**src/rtl/decode_inst_queue.sv**
```systemverilog
// Instruction queue between fetch and the dual-issue decoder: compacts masked fetch
// packets into a circular buffer and presents the two oldest entries. Optional same-cycle
// bypass when empty is enabled by defining DECODE_INST_QUEUE_BYPASS_EN.
module decode_inst_queue #(
    parameter int DEPTH = 8,
    parameter int PTR_W = $clog2(DEPTH)
) (
    input  logic             clk,
    input  logic             rst,
    input  logic             flush_i,
    input  logic             in_valid_i,
    output logic             in_ready_o,
    input  logic [31:0]      in_pc_i,
    input  logic [63:0]      in_insts_i,
    input  logic [1:0]       in_mask_i,
    input  logic [1:0]       in_excp_i,
    output logic             out_valid_o,
    input  logic             out_ready_i,
    output logic [1:0]       out_mask_o,
    output logic [63:0]      out_pc_o,
    output logic [63:0]      out_insts_o,
    output logic [1:0]       out_excp_o,
    output logic [PTR_W:0]   count_o
);

    localparam logic [PTR_W:0] PUSH_LIMIT = (PTR_W+1)'(DEPTH - 2);
    localparam logic [PTR_W:0] CNT_TWO    = (PTR_W+1)'(2);

    logic [31:0]      pc_mem   [DEPTH];
    logic [31:0]      inst_mem [DEPTH];
    logic             excp_mem [DEPTH];

    logic [PTR_W-1:0] wr_ptr, rd_ptr;
    logic [PTR_W-1:0] wr_ptr_p1, rd_ptr_p1;
    logic [PTR_W:0]   count;

    logic [31:0]      pk0_pc, pk1_pc, pk0_inst, pk1_inst;
    logic             pk0_excp, pk1_excp;
    logic [1:0]       in_n;
    logic [1:0]       pop_n;
    logic [1:0]       pres_mask;
    logic             byp_sel;
    logic             do_push, do_pop;

    assign wr_ptr_p1 = wr_ptr + 1'b1;
    assign rd_ptr_p1 = rd_ptr + 1'b1;
    assign count_o   = count;

    // Compact the packet: a lone slot 1 moves down into the first position.
    always_comb begin
        in_n     = {1'b0, in_mask_i[0]} + {1'b0, in_mask_i[1]};
        pk1_pc   = in_pc_i | 32'h4;
        pk1_inst = in_insts_i[63:32];
        pk1_excp = in_excp_i[1];
        if (in_mask_i[0]) begin
            pk0_pc   = in_pc_i;
            pk0_inst = in_insts_i[31:0];
            pk0_excp = in_excp_i[0];
        end else begin
            pk0_pc   = pk1_pc;
            pk0_inst = pk1_inst;
            pk0_excp = pk1_excp;
        end
    end

    assign in_ready_o = !rst && !flush_i && (count <= PUSH_LIMIT);

`ifdef DECODE_INST_QUEUE_BYPASS_EN
    assign byp_sel = !rst && (count == '0) && !flush_i;
`else
    assign byp_sel = 1'b0;
`endif

    always_comb begin
        pres_mask   = '0;
        out_pc_o    = '0;
        out_insts_o = '0;
        out_excp_o  = '0;
        if (byp_sel) begin
            if (in_valid_i) pres_mask = {in_n == 2'd2, in_n != 2'd0};
            if (pres_mask[0]) begin
                out_pc_o[31:0]    = pk0_pc;
                out_insts_o[31:0] = pk0_inst;
                out_excp_o[0]     = pk0_excp;
            end
            if (pres_mask[1]) begin
                out_pc_o[63:32]    = pk1_pc;
                out_insts_o[63:32] = pk1_inst;
                out_excp_o[1]      = pk1_excp;
            end
        end else begin
            pres_mask = {count >= CNT_TWO, count != '0};
            if (pres_mask[0]) begin
                out_pc_o[31:0]    = pc_mem[rd_ptr];
                out_insts_o[31:0] = inst_mem[rd_ptr];
                out_excp_o[0]     = excp_mem[rd_ptr];
            end
            if (pres_mask[1]) begin
                out_pc_o[63:32]    = pc_mem[rd_ptr_p1];
                out_insts_o[63:32] = inst_mem[rd_ptr_p1];
                out_excp_o[1]      = excp_mem[rd_ptr_p1];
            end
        end
    end

    assign out_mask_o  = pres_mask;
    assign out_valid_o = |pres_mask;
    assign pop_n       = {1'b0, pres_mask[0]} + {1'b0, pres_mask[1]};

    // A bypassed packet that the decoder takes is neither stored nor popped.
    assign do_push = in_valid_i && in_ready_o && !(byp_sel && out_ready_i);
    assign do_pop  = out_valid_o && out_ready_i && !byp_sel;

    always_ff @(posedge clk or posedge rst) begin
        if (rst) begin
            wr_ptr <= '0;
            rd_ptr <= '0;
            count  <= '0;
        end else if (flush_i) begin
            wr_ptr <= '0;
            rd_ptr <= '0;
            count  <= '0;
        end else begin
            if (do_push) wr_ptr <= wr_ptr + PTR_W'(in_n);
            if (do_pop)  rd_ptr <= rd_ptr + PTR_W'(pop_n);
            count <= count + (do_push ? (PTR_W+1)'(in_n) : '0)
                           - (do_pop  ? (PTR_W+1)'(pop_n) : '0);
        end
    end

    always_ff @(posedge clk) begin
        if (do_push) begin
            if (in_n != 2'd0) begin
                pc_mem[wr_ptr]   <= pk0_pc;
                inst_mem[wr_ptr] <= pk0_inst;
                excp_mem[wr_ptr] <= pk0_excp;
            end
            if (in_n == 2'd2) begin
                pc_mem[wr_ptr_p1]   <= pk1_pc;
                inst_mem[wr_ptr_p1] <= pk1_inst;
                excp_mem[wr_ptr_p1] <= pk1_excp;
            end
        end
    end

endmodule

```
**config.mk**
```make
export PLATFORM = sky130hd
export DESIGN_NAME = decode_inst_queue
export DESIGN_NICKNAME = d
export VERILOG_FILES = /design/src/rtl/decode_inst_queue.sv
export SDC_FILE = /design/constraint.sdc
export NUM_CORES = 1
export LEC_CHECK = 0
export CAP_MARGIN = 25
export CORE_MARGIN = 2
export CORE_UTILIZATION = 55
export DETAILED_ROUTE_END_ITERATION = 10
export GPL_TIMING_DRIVEN = 0
export PLACE_DENSITY = 0.76
export SYNTH_ARGS = -nofsm -noshare
export SYNTH_HDL_FRONTEND = slang
export SYNTH_SLANG_ARGS = --single-unit
```
**constraint.sdc**
```tcl
create_clock -name clk -period 5 [get_ports clk]
set_clock_uncertainty 0.2 [all_clocks]
set_input_delay 1 -clock clk [delete_from_list [all_inputs] [get_ports clk]]
set_output_delay 1 -clock clk [all_outputs]
set_load 0.05 [all_outputs]
```
### Word-level counts from Yosys, hierarchy flattened

Memories as Yosys holds them, arrays and structs flattened.
Index checks and enable logic that the tools add are counted.

* multiply operators: 0
* equal/unequal tests: 1
* div/mod/pow operators: 0
* bitwise operators: 0
* multiplexer cells: 22
* add/sub/neg operators: 8
* magnitude comparators: 2
* shift operators: 0
* reductions and logical operators: 11

Operators by type and width (count)
* $mux W32: 5
* $mux W3: 5
* $mux W1: 9
* $add A3 B1 Y3 const B: 2
* $add A3 B2 Y3: 2
* $reduce_bool A2 Y1: 3
* $add A1 B1 Y2: 2
* $add A4 B2 Y4: 1
* $ge A4 B2 Y1 const B: 1
* $le A4 B3 Y1 const B: 1
* $logic_and A1 B1 Y1: 4
* $mux W2: 2
* $mux W4: 1
* $reduce_bool A4 Y1: 1
* $sub A4 B2 Y4: 1
* $eq A2 B2 Y1 const B: 1
* $logic_not A1 Y1: 2
* $reduce_or A2 Y1: 1

* bits in latches: 0
* bits in read-only memories: 0
* register bits: 10
* memories kept: 3
* memory bits (writable): 520
* bits of input ports: 105

Memories
* inst_mem: words 8, bits a word 32, read ports 2, clocked after memory_dff 0, wr ports 2, RTL line 30 `logic [31:0] inst_mem [DEPTH];`
* pc_mem: words 8, bits a word 32, read ports 2, clocked after memory_dff 0, wr ports 2, RTL line 29 `logic [31:0] pc_mem [DEPTH];`
* excp_mem: words 8, bits a word 1, read ports 2, clocked after memory_dff 0, wr ports 2, RTL line 31 `logic excp_mem [DEPTH];`

### Logic depth before layout (Yosys ltp)

Gate-level depths: netlist (run 1).

* word-level depth: 8
* depth in mapped cells: 17
* gate-level depth less buffers: 15

### Worst setup path after synthesis (run 1)

Ideal clock, no wire load.

* path kind: input -> register
* start point: input port in_mask_i[0]
* end point: memory excp_mem[1], enable pin
* data arrival time: 4.516 ns
* setup slack: -0.166 ns
* library setup time: 0.450 ns
* required time: 4.350 ns
* buffers on the path: 3
* stages: 8
* cell sequence: clkbuf_1 -> buf_1 -> inv_1 -> ha_1 -> nor4b_1 -> a22oi_1 -> nor2_1 -> clkbuf_1

RTL lines
* start, declared: RTL line 15 `input logic [1:0] in_mask_i,`
* end, declared: RTL line 31

### Worst setup path in the final report (run 1)

* start point: register count[2], in the netlist count_o[2]
* end point: output port out_insts_o[46]

* longest elaborated chain between the ends: 2

Ends and longest elaborated chain
* start, declared: RTL line 35 `logic [PTR_W:0] count;`
* start signal, assigned: RTL line 126 `count <= count + (do_push ? (PTR_W+1)'(in_n) : '0)`
* $ge A4 B2 Y1: RTL line 92 `pres_mask = {count >= CNT_TWO, count != '0};`
* $mux W32: RTL line 98 `if (pres_mask[1]) begin`
* end, declared: RTL line 21 `output logic [63:0] out_insts_o,`

Every way passes these cells.

==> metrics, run 1 <==
routed length on met2 45500 um; Synth async-reset ratio 0.0189; net total in the final layout 2403; sequential cell area fraction in the yosys report 0.524; vias post-DR 20300; length of routed met3 wiring 9340 um; sinks on the clock net 530; global-route wire length before repair 133000 um; deepest level of the CTS H-tree 2; via count of the first global-routing pass 21200; power density over cell area 578 nW/um^2; Initial Util 0.558; average cell area after synthesis 15.3 um^2; floorplan row count 85; final-report hold violation count 0; slack of the critical path -4.31 ps; buffer levels on the longest clock path 3; Via-to-Cell Ratio 6.73; Critical Path Sink Type output pin; quantity of I/O buffers inserted on ports 242; io pins 243; WP data required 3800 ps; max-slew headroom at the worst pin 0.257; die height 238 um; placed wire-length estimate 58500 um; Syn Std Cell Area 30100 um^2; synth unique cells 55; cell area after placement 33700 um^2; count of yosys warnings during synthesis 0; cts-stage hold buffer count 0; synthesized netlist net count 2087; Crit Path Class flop to output pin; WHS 322 ps; CTS tree yes; most common library cell in the layout ignoring fill and taps sky130_fd_sc_hd__edfxtp_1; detailed-route DRC error count 0; Die Outline Area 56700 um^2; wire per inst 30.1 um; Crit path arrival time 3800 ps; total negative slack -4.31 ps; Hold/Removal Path Class flop to flop; Design Area, Final 35600 um^2; maximum achievable frequency 200 MHz; most frequently used flop master after synthesis sky130_fd_sc_hd__edfxtp_1; die extent in x 238 um; initial antenna violation count 12; number of register bits inferred by synthesis 530; unrepaired setup endpoints after global routing no; aggregate global-route resource usage 0.321; number of maximum-capacitance constraint violations 0; kind of start point of the critical path flop; Metal-1 WL 32300 um; Detail Route Antenna Nets 0; CTS root buf sky130_fd_sc_hd__clkbuf_16; Post-synth EDFFs 512; final-report max-slew violation count 0; clock network latency to the later pin of the worst-skew pair 620 ps; CP max FO 10; post-route core utilization 0.659; Post-CTS Repair Setup Buffers 0; post-route fraction of the period consumed by the critical path 1.00; TritonCTS buffer count 55; post-CTS clock slew at the launch and capture registers of the worst setup and hold paths 60 ps; top library cells by usage in the layout, fill and taps aside sky130_fd_sc_hd__edfxtp_1, sky130_fd_sc_hd__mux2_2, sky130_fd_sc_hd__mux4_2; leakage power total 12.8 nW; worst IR drop on VDD 0.509 mV; minimum clock period after layout 5000 ps; area of the core 54000 um^2; largest net degree at the start of global routing 47; Pre-antenna DRT Iters 6; final total power 20.6 mW; sum of routed wire length over all layers 90800 um; highest metal layer used by the detailed router met5; number of DRC markers in iteration 0 2306; total global routing overflow 0; proportion of layout cells with a drive suffix above 1 0.330; post-synthesis cell count 1963; status finished, violations left; violated checks setup timing; layout overhead on the synthesized area 18.1%; actual transition at the worst max-transition pin 1110 ps; Setup Viol. Count Final 1; global placement routability congestion 0.900
==> path summary, 6_finish.rpt <==
check                                                from                         to  slack, ps  cells after the start
worst max-delay path                 count_o[2]$_DFF_PP0_            out_insts_o[46]         -4                      8
worst max register to register       count_o[2]$_DFF_PP0_       count_o[3]$_DFF_PP0_        800                     15
min in group asynchronous                             rst      wr_ptr[2]$_DFFE_PP0P_        630                      2
worst min-delay path            pc_mem[1][2]$_SDFFE_PP1P_  pc_mem[1][2]$_SDFFE_PP1P_        320                      2
worst min register to register  pc_mem[1][2]$_SDFFE_PP1P_  pc_mem[1][2]$_SDFFE_PP1P_        320                      2
max in group asynchronous                             rst      rd_ptr[2]$_DFFE_PP0P_       3680                      2
==> power breakdown <==
part           leakage, nW  internal (mW)  switching (mW)
Sequential            4.90           4.95          0.0617
Clock                0.831           2.26            1.74
Combinational         7.08           4.18            7.37
==> flip-flops by register name, summed over array words and instances (netlist names) <==
name and flops:
pc_mem 256, inst_mem 256, wr_ptr 3, count_o 4, rd_ptr 3, excp_mem 8
==> cell usage after synthesis (3+ instances only) <==
library cell	number	share of area
sky130_fd_sc_hd__nand4_1	4	0.00083
sky130_fd_sc_hd__mux2_2	281	0.11
sky130_fd_sc_hd__mux2_1	18	0.0067
sky130_fd_sc_hd__mux4_2	260	0.19
sky130_fd_sc_hd__o21ai_0	3	0.00050
sky130_fd_sc_hd__inv_1	14	0.0017
sky130_fd_sc_hd__and2_1	130	0.027
sky130_fd_sc_hd__mux2i_1	68	0.023
sky130_fd_sc_hd__nand3_1	5	0.00083
sky130_fd_sc_hd__a22oi_1	3	0.00075
sky130_fd_sc_hd__nor2b_1	6	0.0012
sky130_fd_sc_hd__fa_1	4	0.0027
sky130_fd_sc_hd__edfxtp_1	512	0.51
sky130_fd_sc_hd__nand2b_1	3	0.00062
sky130_fd_sc_hd__buf_6	10	0.0037
sky130_fd_sc_hd__nor3_4	3	0.0016
sky130_fd_sc_hd__nand2_1	134	0.017
sky130_fd_sc_hd__ha_1	15	0.0062
sky130_fd_sc_hd__a21oi_1	67	0.011
sky130_fd_sc_hd__nor2_1	73	0.0091
sky130_fd_sc_hd__clkbuf_1	85	0.011
sky130_fd_sc_hd__a21o_1	5	0.0012
sky130_fd_sc_hd__and3_1	126	0.026
sky130_fd_sc_hd__buf_2	47	0.0078
sky130_fd_sc_hd__buf_1	19	0.0024
sky130_fd_sc_hd__o22ai_1	4	0.00083
sky130_fd_sc_hd__dfrtp_1	10	0.0083
sky130_fd_sc_hd__xnor2_1	3	0.00087
sky130_fd_sc_hd__dfxtp_1	8	0.0053
sky130_fd_sc_hd__buf_4	9	0.0022
==> per-layer routing <==
layer	vias to the layer above	GRT usage
li1	8414	-
met1	10300	0.403
met2	1284	0.543
met3	247	0.0764
met4	18	0.125
met5	-	0
==> worst max-delay path: stages, from the launching register on <==
cell                              delay [ps]
sky130_fd_sc_hd__dfrtp_1                 470
sky130_fd_sc_hd__inv_1                   120
sky130_fd_sc_hd__ha_1                    140
sky130_fd_sc_hd__nor2b_1                 120
sky130_fd_sc_hd__clkbuf_1                250
sky130_fd_sc_hd__clkbuf_1                700
sky130_fd_sc_hd__clkbuf_1                710
sky130_fd_sc_hd__a21oi_1                 150
sky130_fd_sc_hd__clkdlybuf4s15_1         500
==> repair_timing <==
action	in CTS	in global routing
pin swaps	0	1
setup endpoints to repair	359	154
resized for setup	164	57
gates cloned	0	2
==> kinds of logic after synthesis <==
group	count (synthesis)	synth area share
mux	627	0.329
flops	530	0.524
simple gates	507	0.0912
buf+inv	184	0.0285
compound gates	89	0.0163
fa+ha+maj	19	0.00889
xor+xnor	7	0.00253
==> through the flow <==
| step | worst slack (ps) | cells |
|---|---|---|
| floorplan | 179 | 1963 |
| global placement | -3180 | 2901 |
| detailed placement | -1220 | 2912 |
| CTS | 0.0826 | 3008 |
| global route | 5.59 | 3014 |
| finish | -4.31 | 3016 |
==> layout make-up <==
| cell class | count | area (um^2) |
|---|---|---|
| Tap cell | 696 | 871 |
| Sequential cell | 530 | 15800 |
| Inverter | 14 | 52.6 |
| Clock buffer | 65 | 1460 |
| Antenna cell | 2 | 5.00 |
| Fill cell | 3855 | 18400 |
| Timing Repair Buffer | 258 | 2730 |
| Multi-Input combinational cell | 1251 | 13500 |
| Clock inverter | 31 | 241 |
| Buffer | 169 | 922 |
(Power assumes the default switching activity.)
==> run 2, diff against run 1 <==
Settings changed: CTS_CLUSTER_SIZE set to 16.
==> run 2 against run 1 <==
  * Design area about the same
  * The flow now finishes without violations
  * Critical endpoint unchanged
  * Sequential power about the same
  * Register-to-register slack about the same
  * Critical path depth unchanged
  * Flip-flop and latch count unchanged
  * Largest power group unchanged
  * Die area unchanged
==> metrics, run 2 (synthesis gave the netlist of run 1 again) <==
status finished clean; die extent in x 238 um (unchanged); Inst Count DP 2912 (unchanged); total global routing overflow 0 (unchanged); number of DRC markers in iteration 0 2362 (+2.4%); Initial Util 0.558 (unchanged); TritonCTS buffer count 55 (unchanged); wire per inst 30.1 um (about the same); Pre-antenna DRT Iters 6 (unchanged); WP data required 3800 ps (about the same); maximum achievable frequency 201 MHz (+0.40%); placed wire-length estimate 58500 um (unchanged); cell area after placement 33700 um^2 (unchanged); unrepaired setup endpoints after global routing no; Hold/Removal Path Class flop to flop; area of combinational cells with multiple inputs 13500 um^2 (unchanged); most common library cell in the layout ignoring fill and taps sky130_fd_sc_hd__edfxtp_1; deepest level of the CTS H-tree 2 (unchanged); net total in the final layout 2403 (unchanged); sinks on the clock net 530 (unchanged); proportion of layout cells with a drive suffix above 1 0.330 (unchanged); post-CTS clock slew at the launch and capture registers of the worst setup and hold paths 60 ps (about the same); via count of the first global-routing pass 21200 (-0.13%); max-slew headroom at the worst pin 0.267 (+0.0102); CP max FO 10 (unchanged); register area 15800 um^2 (unchanged); top library cells by usage in the layout, fill and taps aside sky130_fd_sc_hd__edfxtp_1, sky130_fd_sc_hd__mux2_2, sky130_fd_sc_hd__mux4_2; kind of start point of the critical path flop; number of maximum-capacitance constraint violations 0 (unchanged); global placement routability congestion 0.900 (unchanged); io pins 243 (unchanged); power density over cell area 578 nW/um^2 (about the same); final non-filler cell total 3015 (-0.033%); Die Outline Area 56700 um^2 (unchanged); Critical Path Sink Type output pin; leakage power total 12.8 nW (unchanged); actual transition at the worst max-transition pin 1100 ps (-15.3 ps); worst IR drop on VDD 0.595 mV (+17%); CTS root buf sky130_fd_sc_hd__clkbuf_16; # fillers 3856 (+0.026%); buffer levels on the longest clock path 3 (unchanged); global-route wire length before repair 133000 um (about the same); Setup Viol. Count Final 0 (-1); floorplan row count 85 (unchanged); quantity of I/O buffers inserted on ports 242 (unchanged); final-report max-slew violation count 0 (unchanged); area of the core 54000 um^2 (unchanged); die height 238 um (unchanged); Detail Route Antenna Nets 0 (unchanged); post-route fraction of the period consumed by the critical path 0.997 (-0.00404); clock network latency to the later pin of the worst-skew pair 620 ps (about the same); Via-to-Cell Ratio 6.75 (+0.33%); Top Registers inst_mem: 256 flops, pc_mem: 256 flops, excp_mem: 8 flops; CTS tree yes; Crit path arrival time 3780 ps (-20 ps); cts-stage hold buffer count 0 (unchanged); layout overhead on the synthesized area 18.1% (about the same); Design Area, Final 35600 um^2 (about the same); vias post-DR 20400 (+0.30%); post-route core utilization 0.659 (about the same); sum of routed wire length over all layers 90700 um (about the same); initial antenna violation count 10 (-2); final-report hold violation count 0 (unchanged); aggregate global-route resource usage 0.321 (about the same); largest net degree at the start of global routing 47 (unchanged); Crit Path Class flop to output pin; detailed-route DRC error count 0 (unchanged); minimum clock period after layout 4980 ps (-20.2 ps)
[run 2: cell count changes in the layout (fill, tap and decap cells not counted)]
cell                      previous run  this run
sky130_fd_sc_hd__diode_2             2         1
[run 2: where the power goes]
| part | switching [mW] | internal (mW) |
|---|---|---|
| logic | 7.37 | 4.18 |
| registers | 0.0605 | 4.95 |
| clock network | 1.74 | 2.26 |
| total | 9.18 | 11.4 |
[run 2: area by class of cell]
type                       instances  share of cell area
sequential                       530               0.444
multi-input combinational       1251               0.380
timing repair buffer             258              0.0768
clock buffer                      65              0.0409
buffer                           169              0.0259
tap                              696              0.0245
clock inverter                    31             0.00679
inverter                          14             0.00148
antenna                            1           0.0000703
[run 2: stage by stage]
stage	hold WS, ps	power [mW]	setup WS (ps)	setup TNS [ps]
6_report	317	20.6	15.9	0
3_5_place_dp	304	16.9	-1220	-351420
4_1_cts	314	20.5	0.0826	0
5_1_grt	365	21.2	3.79	0
2_1_floorplan	270	13.1	179	0
3_3_place_gp	289	16.8	-3180	-1196480
[run 2: worst max-delay path, cell delays in order, from the launching register on]
cell	delay, ps
sky130_fd_sc_hd__dfrtp_1	460
sky130_fd_sc_hd__inv_1	120
sky130_fd_sc_hd__ha_1	140
sky130_fd_sc_hd__nor2b_1	120
sky130_fd_sc_hd__clkbuf_1	240
sky130_fd_sc_hd__clkbuf_1	690
sky130_fd_sc_hd__clkbuf_1	730
sky130_fd_sc_hd__a21oi_1	150
sky130_fd_sc_hd__clkdlybuf4s15_1	500
[run 2: per-layer routing]
metal,vias up,track usage,wire (um)
met5,-,0,113
met2,1256,0.543,45700
li1,8417,-,-
met1,10400,0.402,32000
met3,234,0.0768,9650
met4,18,0.126,3350
[run 2: worst paths after layout]
path,start,to,slack [ps],cells after the start
setup / recovery,count_o[2]$_DFF_PP0_,out_insts_o[46],20,8
hold / removal,pc_mem[3][2]$_SDFFE_PP1P_,pc_mem[3][2]$_SDFFE_PP1P_,320,2
setup reg to reg,count_o[2]$_DFF_PP0_,count_o[3]$_DFF_PP0_,800,15
hold reg to reg,pc_mem[3][2]$_SDFFE_PP1P_,pc_mem[3][2]$_SDFFE_PP1P_,320,2
max in group asynchronous,rst,rd_ptr[2]$_DFFE_PP0P_,3710,2
min in group asynchronous,rst,wr_ptr[2]$_DFFE_PP0P_,610,2
[run 2: repair_timing]
action                                  4_1_cts  5_1_grt
cloned                                        0        2
endpoints found under the setup margin      359      163
gates resized for setup                     164       57
pin swaps                                     0        1
endpoints found under the hold margin         0        0
buffers inserted                              0        0
